### config.mk
export PLATFORM = sky130hd
export DESIGN_NAME = gelato_ibuffer_flat
export DESIGN_NICKNAME = d
export VERILOG_FILES = /design/src/rtl/gelato_ibuffer_pkg.sv /design/src/rtl/gelato_ibuffer_if.sv /design/src/rtl/gelato_ibuffer_chk.sv /design/src/rtl/gelato_ibuffer_queue.sv /design/src/rtl/gelato_ibuffer.sv /design/src/flat_wrapper.sv
export SDC_FILE = /design/constraint.sdc
export NUM_CORES = 2
export LEC_CHECK = 0
export CORE_MARGIN = 10
export CORE_UTILIZATION = 57
export CTS_CLUSTER_SIZE = 24
export DETAILED_ROUTE_END_ITERATION = 10
export PLACE_DENSITY = 0.8
export SLEW_MARGIN = 20
export SYNTH_ARGS = -nofsm -noshare
export SYNTH_HDL_FRONTEND = slang
export SYNTH_HIERARCHICAL = 1
export SYNTH_SLANG_ARGS = --single-unit
### constraint.sdc
create_clock -name clk -period 5.3 [get_ports clk]
set_input_delay 0.53 -clock clk [delete_from_list [all_inputs] [get_ports clk]]
set_output_delay 0.53 -clock clk [all_outputs]
set_load 0.1 [all_outputs]
### src/rtl/gelato_ibuffer_pkg.sv
// Shared types and sizing for the per-warp instruction buffer.
// The decoded-instruction struct is the common currency between decode and issue.
package gelato_ibuffer_pkg;

    localparam int IB_NUM_WARPS = 8;
    localparam int IB_DEPTH     = 2;
    localparam int IB_WID_W     = (IB_NUM_WARPS > 1) ? $clog2(IB_NUM_WARPS) : 1;

    typedef struct packed {
        logic [31:0] pc;
        logic [7:0]  opcode;
        logic [5:0]  rd;
        logic [5:0]  rs1;
        logic [5:0]  rs2;
        logic [3:0]  fu;
        logic        wr_en;
        logic        last;
        logic [31:0] imm;
    } inst_t;

    localparam int IB_INST_WIDTH = $bits(inst_t);

    function automatic logic [IB_WID_W-1:0] warp_inc(input logic [IB_WID_W-1:0] w);
        if (w == IB_WID_W'(IB_NUM_WARPS - 1)) begin
            return {IB_WID_W{1'b0}};
        end else begin
            return w + IB_WID_W'(1);
        end
    endfunction

endpackage

### src/rtl/gelato_ibuffer_if.sv
// Fetch/decode/issue-facing bundle of the instruction buffer.
// The buffer itself takes the slave view; the surrounding pipeline drives the master view.
interface gelato_ibuffer_if;
    import gelato_ibuffer_pkg::*;

    logic                    rsv_valid;
    logic [IB_WID_W-1:0]     rsv_warp_id;
    logic [IB_NUM_WARPS-1:0] warp_full;
    logic                    in_valid;
    logic [IB_WID_W-1:0]     in_warp_id;
    inst_t                   in_inst;
    logic                    flush_valid;
    logic [IB_WID_W-1:0]     flush_warp_id;
    logic                    out_valid;
    logic [IB_WID_W-1:0]     out_warp_id;
    inst_t                   out_inst;
    logic                    out_ready;

    modport master (
        output rsv_valid, rsv_warp_id, in_valid, in_warp_id, in_inst,
               flush_valid, flush_warp_id, out_ready,
        input  warp_full, out_valid, out_warp_id, out_inst
    );

    modport slave (
        input  rsv_valid, rsv_warp_id, in_valid, in_warp_id, in_inst,
               flush_valid, flush_warp_id, out_ready,
        output warp_full, out_valid, out_warp_id, out_inst
    );

endinterface

### src/rtl/gelato_ibuffer_chk.sv
// Protocol checks for the instruction buffer: no reservation on a full warp,
// no arrival for a warp that holds no credit. Both are ignored by the datapath.
module gelato_ibuffer_chk
    import gelato_ibuffer_pkg::*;
(
    input logic                    clk,
    input logic                    rst_n,
    input logic                    rdy,
    input logic                    rsv_valid,
    input logic [IB_WID_W-1:0]     rsv_warp_id,
    input logic                    in_valid,
    input logic [IB_WID_W-1:0]     in_warp_id,
    input logic [IB_NUM_WARPS-1:0] warp_full,
    input logic [IB_NUM_WARPS-1:0] no_credit
);

    a_rsv_on_full: assert property (@(posedge clk) disable iff (!rst_n)
        (rdy && rsv_valid) |-> !warp_full[rsv_warp_id])
        else $warning("gelato_ibuffer: reservation on full warp %0d ignored", rsv_warp_id);

    a_arrival_credit: assert property (@(posedge clk) disable iff (!rst_n)
        (rdy && in_valid) |-> !no_credit[in_warp_id])
        else $warning("gelato_ibuffer: arrival without credit on warp %0d ignored", in_warp_id);

endmodule

### src/rtl/gelato_ibuffer_queue.sv
// One warp's instruction FIFO with fetch credits and a stale-arrival drop counter.
// Reservations claim a slot at fetch time, so an accepted arrival always finds room.
module gelato_ibuffer_queue
    import gelato_ibuffer_pkg::*;
#(
    parameter int DEPTH = IB_DEPTH
) (
    input  logic  clk,
    input  logic  rst_n,
    input  logic  i_en,
    input  logic  i_rsv,
    input  logic  i_wr,
    input  inst_t i_data,
    input  logic  i_rd,
    input  logic  i_flush,
    output inst_t o_head,
    output logic  o_empty,
    output logic  o_full,
    output logic  o_no_credit
);

    localparam int CNT_W = $clog2(DEPTH + 1);
    localparam int PTR_W = (DEPTH > 1) ? $clog2(DEPTH) : 1;
    localparam logic [CNT_W-1:0] CNT_ZERO  = {CNT_W{1'b0}};
    localparam logic [CNT_W-1:0] CNT_DEPTH = CNT_W'(DEPTH);

    logic [CNT_W-1:0] r_count;
    logic [CNT_W-1:0] r_reserved;
    logic [CNT_W-1:0] r_drop;
    logic [PTR_W-1:0] r_head;
    logic [PTR_W-1:0] r_tail;
    inst_t            r_mem [DEPTH];

    logic             w_rsv_ok;
    logic             w_arr_ok;
    logic             w_drop_hit;
    logic             w_write;
    logic             w_read;
    logic [CNT_W-1:0] w_rsv_next;

    function automatic logic [PTR_W-1:0] ptr_inc(input logic [PTR_W-1:0] p);
        if (p == PTR_W'(DEPTH - 1)) begin
            return {PTR_W{1'b0}};
        end else begin
            return p + PTR_W'(1);
        end
    endfunction

    assign o_head      = r_mem[r_head];
    assign o_empty     = (r_count == CNT_ZERO);
    assign o_no_credit = (r_reserved == CNT_ZERO);
    assign o_full      = (({1'b0, r_count} + {1'b0, r_reserved}) == {1'b0, CNT_DEPTH});

    // Qualify requests; illegal reservations/arrivals and a write into a full FIFO are ignored
    always_comb begin
        w_rsv_ok   = i_rsv && !o_full;
        w_arr_ok   = i_wr && (r_reserved != CNT_ZERO);
        w_drop_hit = w_arr_ok && (r_drop != CNT_ZERO);
        w_write    = w_arr_ok && !w_drop_hit && !i_flush && (r_count != CNT_DEPTH);
        w_read     = i_rd && !i_flush && (r_count != CNT_ZERO);
        w_rsv_next = r_reserved + CNT_W'(w_rsv_ok) - CNT_W'(w_arr_ok);
    end

    // Queue state; a flush turns every still-outstanding credit into a pending drop
    always_ff @(posedge clk or negedge rst_n) begin
        if (!rst_n) begin
            r_count    <= CNT_ZERO;
            r_reserved <= CNT_ZERO;
            r_drop     <= CNT_ZERO;
            r_head     <= {PTR_W{1'b0}};
            r_tail     <= {PTR_W{1'b0}};
            for (int i = 0; i < DEPTH; i++) begin
                r_mem[i] <= inst_t'({IB_INST_WIDTH{1'b0}});
            end
        end else if (i_en) begin
            r_reserved <= w_rsv_next;
            if (i_flush) begin
                r_count <= CNT_ZERO;
                r_head  <= {PTR_W{1'b0}};
                r_tail  <= {PTR_W{1'b0}};
                r_drop  <= w_rsv_next;
            end else begin
                if (w_write) begin
                    r_mem[r_tail] <= i_data;
                    r_tail        <= ptr_inc(r_tail);
                end
                if (w_read) begin
                    r_head <= ptr_inc(r_head);
                end
                r_count <= r_count + CNT_W'(w_write) - CNT_W'(w_read);
                r_drop  <= r_drop - CNT_W'(w_drop_hit);
            end
        end
    end

endmodule

### src/rtl/gelato_ibuffer.sv
// Per-warp instruction buffer: NUM_WARPS credit-managed FIFOs feeding a single
// round-robin issue port. rdy low freezes all state and hides the issue port.
module gelato_ibuffer
    import gelato_ibuffer_pkg::*;
#(
    parameter int DEPTH = IB_DEPTH
) (
    input logic             clk,
    input logic             rst_n,
    input logic             rdy,
    gelato_ibuffer_if.slave bus
);

    logic [IB_NUM_WARPS-1:0] w_rsv;
    logic [IB_NUM_WARPS-1:0] w_wr;
    logic [IB_NUM_WARPS-1:0] w_rd;
    logic [IB_NUM_WARPS-1:0] w_flush;
    logic [IB_NUM_WARPS-1:0] w_empty;
    logic [IB_NUM_WARPS-1:0] w_full;
    logic [IB_NUM_WARPS-1:0] w_no_credit;
    logic [IB_NUM_WARPS-1:0] w_cand;
    inst_t                   w_head [IB_NUM_WARPS];

    logic [IB_WID_W-1:0]     r_rr;
    logic                    w_found;
    logic [IB_WID_W-1:0]     w_win;
    logic [IB_WID_W-1:0]     w_idx;
    logic                    w_hs;
    logic                    w_out_valid;
    logic [IB_WID_W-1:0]     w_out_wid;
    inst_t                   w_out_inst;

    for (genvar g = 0; g < IB_NUM_WARPS; g++) begin : g_q
        assign w_rsv[g]   = bus.rsv_valid   && (bus.rsv_warp_id   == IB_WID_W'(g));
        assign w_wr[g]    = bus.in_valid    && (bus.in_warp_id    == IB_WID_W'(g));
        assign w_flush[g] = bus.flush_valid && (bus.flush_warp_id == IB_WID_W'(g));
        assign w_rd[g]    = w_hs && (w_win == IB_WID_W'(g));

        gelato_ibuffer_queue #(.DEPTH(DEPTH)) u_queue (
            .clk         (clk),
            .rst_n       (rst_n),
            .i_en        (rdy),
            .i_rsv       (w_rsv[g]),
            .i_wr        (w_wr[g]),
            .i_data      (bus.in_inst),
            .i_rd        (w_rd[g]),
            .i_flush     (w_flush[g]),
            .o_head      (w_head[g]),
            .o_empty     (w_empty[g]),
            .o_full      (w_full[g]),
            .o_no_credit (w_no_credit[g])
        );
    end

    // A warp being flushed this cycle must not be offered to issue
    assign w_cand = ~w_empty & ~w_flush & {IB_NUM_WARPS{rdy}};
    assign w_hs   = w_found & bus.out_ready;

    // First candidate at or after the round-robin pointer, wrapping
    always_comb begin
        w_found = 1'b0;
        w_win   = {IB_WID_W{1'b0}};
        w_idx   = {IB_WID_W{1'b0}};
        for (int i = 0; i < IB_NUM_WARPS; i++) begin
            w_idx = IB_WID_W'((int'(r_rr) + i) % IB_NUM_WARPS);
            if (!w_found && w_cand[w_idx]) begin
                w_found = 1'b1;
                w_win   = w_idx;
            end else begin
                w_found = w_found;
            end
        end
    end

    // Issue port is all-zero whenever nothing is offered
    always_comb begin
        w_out_valid = w_found;
        if (w_found) begin
            w_out_wid  = w_win;
            w_out_inst = w_head[w_win];
        end else begin
            w_out_wid  = {IB_WID_W{1'b0}};
            w_out_inst = inst_t'({IB_INST_WIDTH{1'b0}});
        end
    end

    // Round-robin pointer only advances past a warp that actually issued
    always_ff @(posedge clk or negedge rst_n) begin
        if (!rst_n) begin
            r_rr <= {IB_WID_W{1'b0}};
        end else if (w_hs) begin
            r_rr <= warp_inc(w_win);
        end
    end

    assign bus.warp_full   = w_full;
    assign bus.out_valid   = w_out_valid;
    assign bus.out_warp_id = w_out_wid;
    assign bus.out_inst    = w_out_inst;

    gelato_ibuffer_chk u_chk (
        .clk         (clk),
        .rst_n       (rst_n),
        .rdy         (rdy),
        .rsv_valid   (bus.rsv_valid),
        .rsv_warp_id (bus.rsv_warp_id),
        .in_valid    (bus.in_valid),
        .in_warp_id  (bus.in_warp_id),
        .warp_full   (w_full),
        .no_credit   (w_no_credit)
    );

endmodule

### src/flat_wrapper.sv
// flat-port wrapper written by rule: the top's interface ports become plain ports
module gelato_ibuffer_flat import gelato_ibuffer_pkg::*;
#(
    parameter int DEPTH = IB_DEPTH
)
  (clk, rst_n, rdy, bus_rsv_valid, bus_rsv_warp_id, bus_in_valid, bus_in_warp_id, bus_in_inst, bus_flush_valid, bus_flush_warp_id, bus_out_ready, bus_warp_full, bus_out_valid, bus_out_warp_id, bus_out_inst);
  gelato_ibuffer_if bus_i ();
  input logic clk;
  input logic rst_n;
  input logic rdy;
  input wire logic [$bits(bus_i.rsv_valid)-1:0] bus_rsv_valid;
  input wire logic [$bits(bus_i.rsv_warp_id)-1:0] bus_rsv_warp_id;
  input wire logic [$bits(bus_i.in_valid)-1:0] bus_in_valid;
  input wire logic [$bits(bus_i.in_warp_id)-1:0] bus_in_warp_id;
  input wire logic [$bits(bus_i.in_inst)-1:0] bus_in_inst;
  input wire logic [$bits(bus_i.flush_valid)-1:0] bus_flush_valid;
  input wire logic [$bits(bus_i.flush_warp_id)-1:0] bus_flush_warp_id;
  input wire logic [$bits(bus_i.out_ready)-1:0] bus_out_ready;
  output wire logic [$bits(bus_i.warp_full)-1:0] bus_warp_full;
  output wire logic [$bits(bus_i.out_valid)-1:0] bus_out_valid;
  output wire logic [$bits(bus_i.out_warp_id)-1:0] bus_out_warp_id;
  output wire logic [$bits(bus_i.out_inst)-1:0] bus_out_inst;
  assign bus_i.rsv_valid = bus_rsv_valid;
  assign bus_i.rsv_warp_id = bus_rsv_warp_id;
  assign bus_i.in_valid = bus_in_valid;
  assign bus_i.in_warp_id = bus_in_warp_id;
  assign bus_i.in_inst = bus_in_inst;
  assign bus_i.flush_valid = bus_flush_valid;
  assign bus_i.flush_warp_id = bus_flush_warp_id;
  assign bus_i.out_ready = bus_out_ready;
  assign bus_warp_full = bus_i.warp_full;
  assign bus_out_valid = bus_i.out_valid;
  assign bus_out_warp_id = bus_i.out_warp_id;
  assign bus_out_inst = bus_i.out_inst;
  gelato_ibuffer #(.DEPTH(DEPTH)) u_core (.clk(clk), .rst_n(rst_n), .rdy(rdy), .bus(bus_i));
endmodule
* Word-level counts from Yosys, hierarchy flattened
Cells that the tools add are included.
Operators by class: add/sub/neg operators 72, $mul 0, divide/modulo/power cells 0, $lt $le $gt $ge 33, equality and inequality tests 44, shift operators 0, multiplexer cells 150, bitwise operators 30, reductions and logical operators 218
Operators by type and width (count):
- 2-to-1 mux 96 bit | 35
- bitwise mux 192 bit | 8
- demux 96 bit (select 1 bit) | 8
- binary-select mux 96 bit (select 3 bit) | 1
- logical AND 1 bit | 111
- nonzero test 2 bit | 40
- 2-to-1 mux 1 bit | 64
- == test 3 x 2 -> 1 bit, second input constant | 16
- == test 3 bit, second input constant | 16
- subtractor 2 x 1 -> 2 bit | 24
- adder 2 x 1 -> 2 bit | 16
- greater-or-equal comparator 2 bit, second input constant | 16
- < comparator 3 x 4 -> 1 bit, second input constant | 8
- 2-to-1 mux 2 bit | 16
- NOT 1 -> 2 bit | 16
- AND reduction 2 bit | 16
- logical NOT 1 bit | 31
- 2-to-1 mux 3 bit | 10
- adder 2 x 2 -> 3 bit | 8
- binary-select mux 1 bit (select 3 bit) | 8
- AND reduction 3 bit | 8
- adder 1 bit, second input constant | 16
- bitwise AND 8 bit | 2
- logical NOT 2 bit | 8
- other kinds (12) | 45
Word-level totals: bits in registers 1603, latch bits 0, RAM bits 0, bits in read-only memories 0, input bits 112, output and inout bits 108, logic and storage cells 732, memories kept 0

* Depth between registers and ports, before layout
depth after elaboration 35, gate-level depth with buffers 28, gate-level depth less buffers 21

* By module
The synthesis kept the hierarchy.
By module, submodules not included:
- gelato_ibuffer_queue | instances 8, cells each 577, area each 8934.8 um^2, sequential area each 5004.8 um^2
- gelato_ibuffer | instances 1, cells each 2247, area each 14118.5 um^2, sequential area each 75.1 um^2

* Least setup slack after synthesis
Ideal clock, no wire load.
path type flip-flop to output port, start register u_core.r_rr[0], end output port bus_out_inst[83], data arrival time 5.273 ns, setup slack -0.503 ns, stages on the path, launching flop included 17, path buffers 5, cells stage by stage dfrtp_1 > clkinv_1 > clkbuf_1 > clkbuf_1 > ha_1 > clkbuf_1 > nand2b_1 > o32a_1 > o211ai_1 > a211oi_1 > o21bai_2 > or4_1 > clkbuf_1 > nand2_2 > clkbuf_1 > o211ai_1 > nand4_1
Between the ends: word-level cells in the longest chain between the ends 29, elaborated cells between the ends (all ways) 58, classes of those cells 7 x add/sub; 36 x mux; 1 x bitwise; 14 x reduce/logical
Ends and longest elaborated chain:
- from (decl) | RTL line gelato_ibuffer.sv:24 | logic [IB_WID_W-1:0] r_rr;
- from (signal assigned) | RTL line gelato_ibuffer.sv:90 | r_rr <= {IB_WID_W{1'b0}};
- from (signal assigned) | RTL line gelato_ibuffer.sv:92 | r_rr <= warp_inc(w_win);
- branches (longest 28 deep; another with adder 3 x 1 -> 3 bit)
- 2-to-1 mux 96 bit * | RTL line gelato_ibuffer.sv:78 | if (w_found) begin
- to (decl) | RTL line flat_wrapper.sv:22 | output wire logic [$bits(bus_i.out_inst)-1:0] bus_out_inst;
Mark *: on every way between the ends. The select of a mux whose other input is x is not followed.

* Worst setup path after layout
start register u_core.r_rr[0], end output port bus_out_inst[81]
The elaborated chain is that of the path after synthesis.

==> metrics.yaml <==
run_status:
  violations: "setup timing"
  status: "complete, but fails checks"
final_layout:
  most-common-layout-cells: "mux2_2, dfrtp_1, nand3_1"
  final_common_cell: "mux2_2"
  final_area_sq_um: 100000
  drive_gt1_share_pct: 45.6
  num-nets-final: 7223
  area_growth_pct: 17.3
  final_util_pct: 67.1
critical_path:
  arrival_ns: 4.89
  startpoint: "u_core/r_rr[0]"
  cp_max_fo: 14
  r2r_setup_slack_ns: 0.36
  r2r_start: "u_core/r_rr[0]"
  cp-endpoint: "bus_out_inst[81]"
  endpoint_kind: "output pin"
  r2r_cells: 25
  r2r_end: "u_core/g_q[6].u_queue/r_count[1]"
  cp-start-kind: "flip-flop"
  required_ns: 4.77
  worstSetupPathType: "reg2out"
timing:
  layout_setup_ws_ns: -0.121
  skew_ns: 0.0273
  max_slew_margin_pct: 20.9
  drv_slew: 0
  timing.fmax_ghz: 0.184
  hold_viol: 0
  min_period_over_period_pct: 102
  rsz0062_at_grt: "yes"
  worstMarginPinSlew_ns: 1.18
  whs_ns: 0.229
  setup_viol: 11
  fin_crit_ns: 5.42
job:
  drv_cap: 0
clock_network:
  cts_sinks: 1603
  cts_tree: "yes"
  cts_buffers: 163
  cts-root-buf: "clkbuf_16"
  htree_levels: 4
  clkTransAtPathRegs_ns: 0.06
  clock_latency_ns: 0.82
  cts_buffer_depth: 3
die:
  die-area_sq_um: 166000
  die_y_microns: 407
  die_w_microns: 407
  io_pins: 220
  initial_core_util_pct: 57.2
  coreArea_sq_um: 150000
  rows: 142
grt:
  grt-ovfl-total: 0
  antenna_found_initial: 34
  grt_start_max_net_pins: 189
  grt_pass1_vias: 65900
  grt_usage_pct: 30.9
  grt_pass1_wl_microns: 405000
yosys:
  syn_nets: 7031
  ys_warn_count: 6
  syn_avg_cell_area_sq_um: 12.5
  synth_cells: 6855
  synth_area_sq_um: 85600
pwr:
  p_leak_nw: 46.4
  peakVddDrop_v: 0.00108
  power_mw: 62.1
  powerDensity_nw_per_um2: 619
placed_design:
  dp_hpwl_microns: 145000
  port_buffers: 219
  routabilityCongestion: 0.889
  placed_area_sq_um: 92400
route:
  route.met3.wl_microns: 27900
  drc: 0
  wl_per_cell_microns: 29.6
  drt-met1-wl_microns: 104000
  viasPerCell: 6.91
  ant_nets: 0
  dr_total_vias: 63700
  postRouteWirelength_microns: 273000
  routed.top_layer: "met5"
  wl_met2_microns: 127000
  firstDrtPassIters: 10
  drtIter0Drc: 7778
hold_path:
  hold_path_class: "in2reg"
-- worst min path at each step --
stage                                       endpoint                        startpoint  depth (start not counted)
floorplan           u_core/g_q[0].u_queue/r_count[0]                             rst_n                          0
global placement    u_core/g_q[6].u_queue/r_mem[152]  u_core/g_q[6].u_queue/r_mem[152]                          1
detailed placement  u_core/g_q[0].u_queue/r_mem[130]  u_core/g_q[0].u_queue/r_mem[130]                          1
CTS                 u_core/g_q[1].u_queue/r_count[0]                               rdy                          3
global route        u_core/g_q[1].u_queue/r_count[0]                               rdy                          3
finish              u_core/g_q[1].u_queue/r_count[0]                               rdy                          3
-- registers in the layout, summed over array words and instances, names as in the netlist --
name                           cells
u_core/g_q.u_queue/r_reserved     16
u_core/g_q.u_queue/r_mem        1536
u_core/r_rr                        3
u_core/g_q.u_queue/r_drop         16
u_core/g_q.u_queue/r_tail          8
u_core/g_q.u_queue/r_count        16
u_core/g_q.u_queue/r_head          8
-- critical path: stages, from the launching register on --
cell and delay (ns):
dfrtp_2 0.42, inv_2 0.07, ha_4 0.31, nand2b_4 0.15
o32a_1 0.20, o211ai_1 0.13, a211oi_2 0.26, buf_4 0.16
o21bai_4 0.08, buf_12 0.16, or4_4 0.59, a21oi_4 0.25
inv_6 0.08, buf_16 0.18, buf_6 0.15, a211o_1 0.27
nand4_1 0.24, buf_4 0.19, buf_12 0.17
-- through the flow --
stage               std cells  TNS, ns  setup slack [ns]
finish                   9219   -0.355            -0.121
detailed placement       8802    -6.69            -0.201
CTS                      9152  -0.0791           -0.0261
floorplan                6855   -0.635           -0.0127
global placement         8800    -3.49            -0.182
global route             9217    -3.64            -0.132
-- where the power goes --
part           switching, mW  leakage, nW  total, mW  internal [mW]
clock network           5.12         2.77       12.0           6.92
registers               1.82         22.0       16.2           14.4
logic                   21.2         21.6       33.8           12.6
-- layout make-up --
| cell class | instances | area, sq um |
|---|---|---|
| timing repair inverter | 1 | 11.3 |
| multi-input combinational | 4486 | 42500 |
| inverter | 129 | 503 |
| tap | 2016 | 2520 |
| clock inverter | 58 | 622 |
| antenna | 22 | 55.1 |
| fill | 10200 | 49300 |
| clock buffer | 241 | 4950 |
| sequential | 1603 | 40200 |
| timing repair buffer | 663 | 9030 |
-- routing by layer --
layer	track usage, %	vias up
met5	0	-
met4	17.3	24
met3	6.76	911
met2	48.6	4028
met1	39.5	32600
li1	-	26100
-- repair_timing --
item                       CTS  global route
hold endpoints to repair   109             0
setup buffers               28            25
hold buffers                 1             0
gates resized for setup    119            55
setup endpoints to repair   97            96
pin swaps                   42            56
cloned                      25            20
Power figures use the tool's default switching activity.
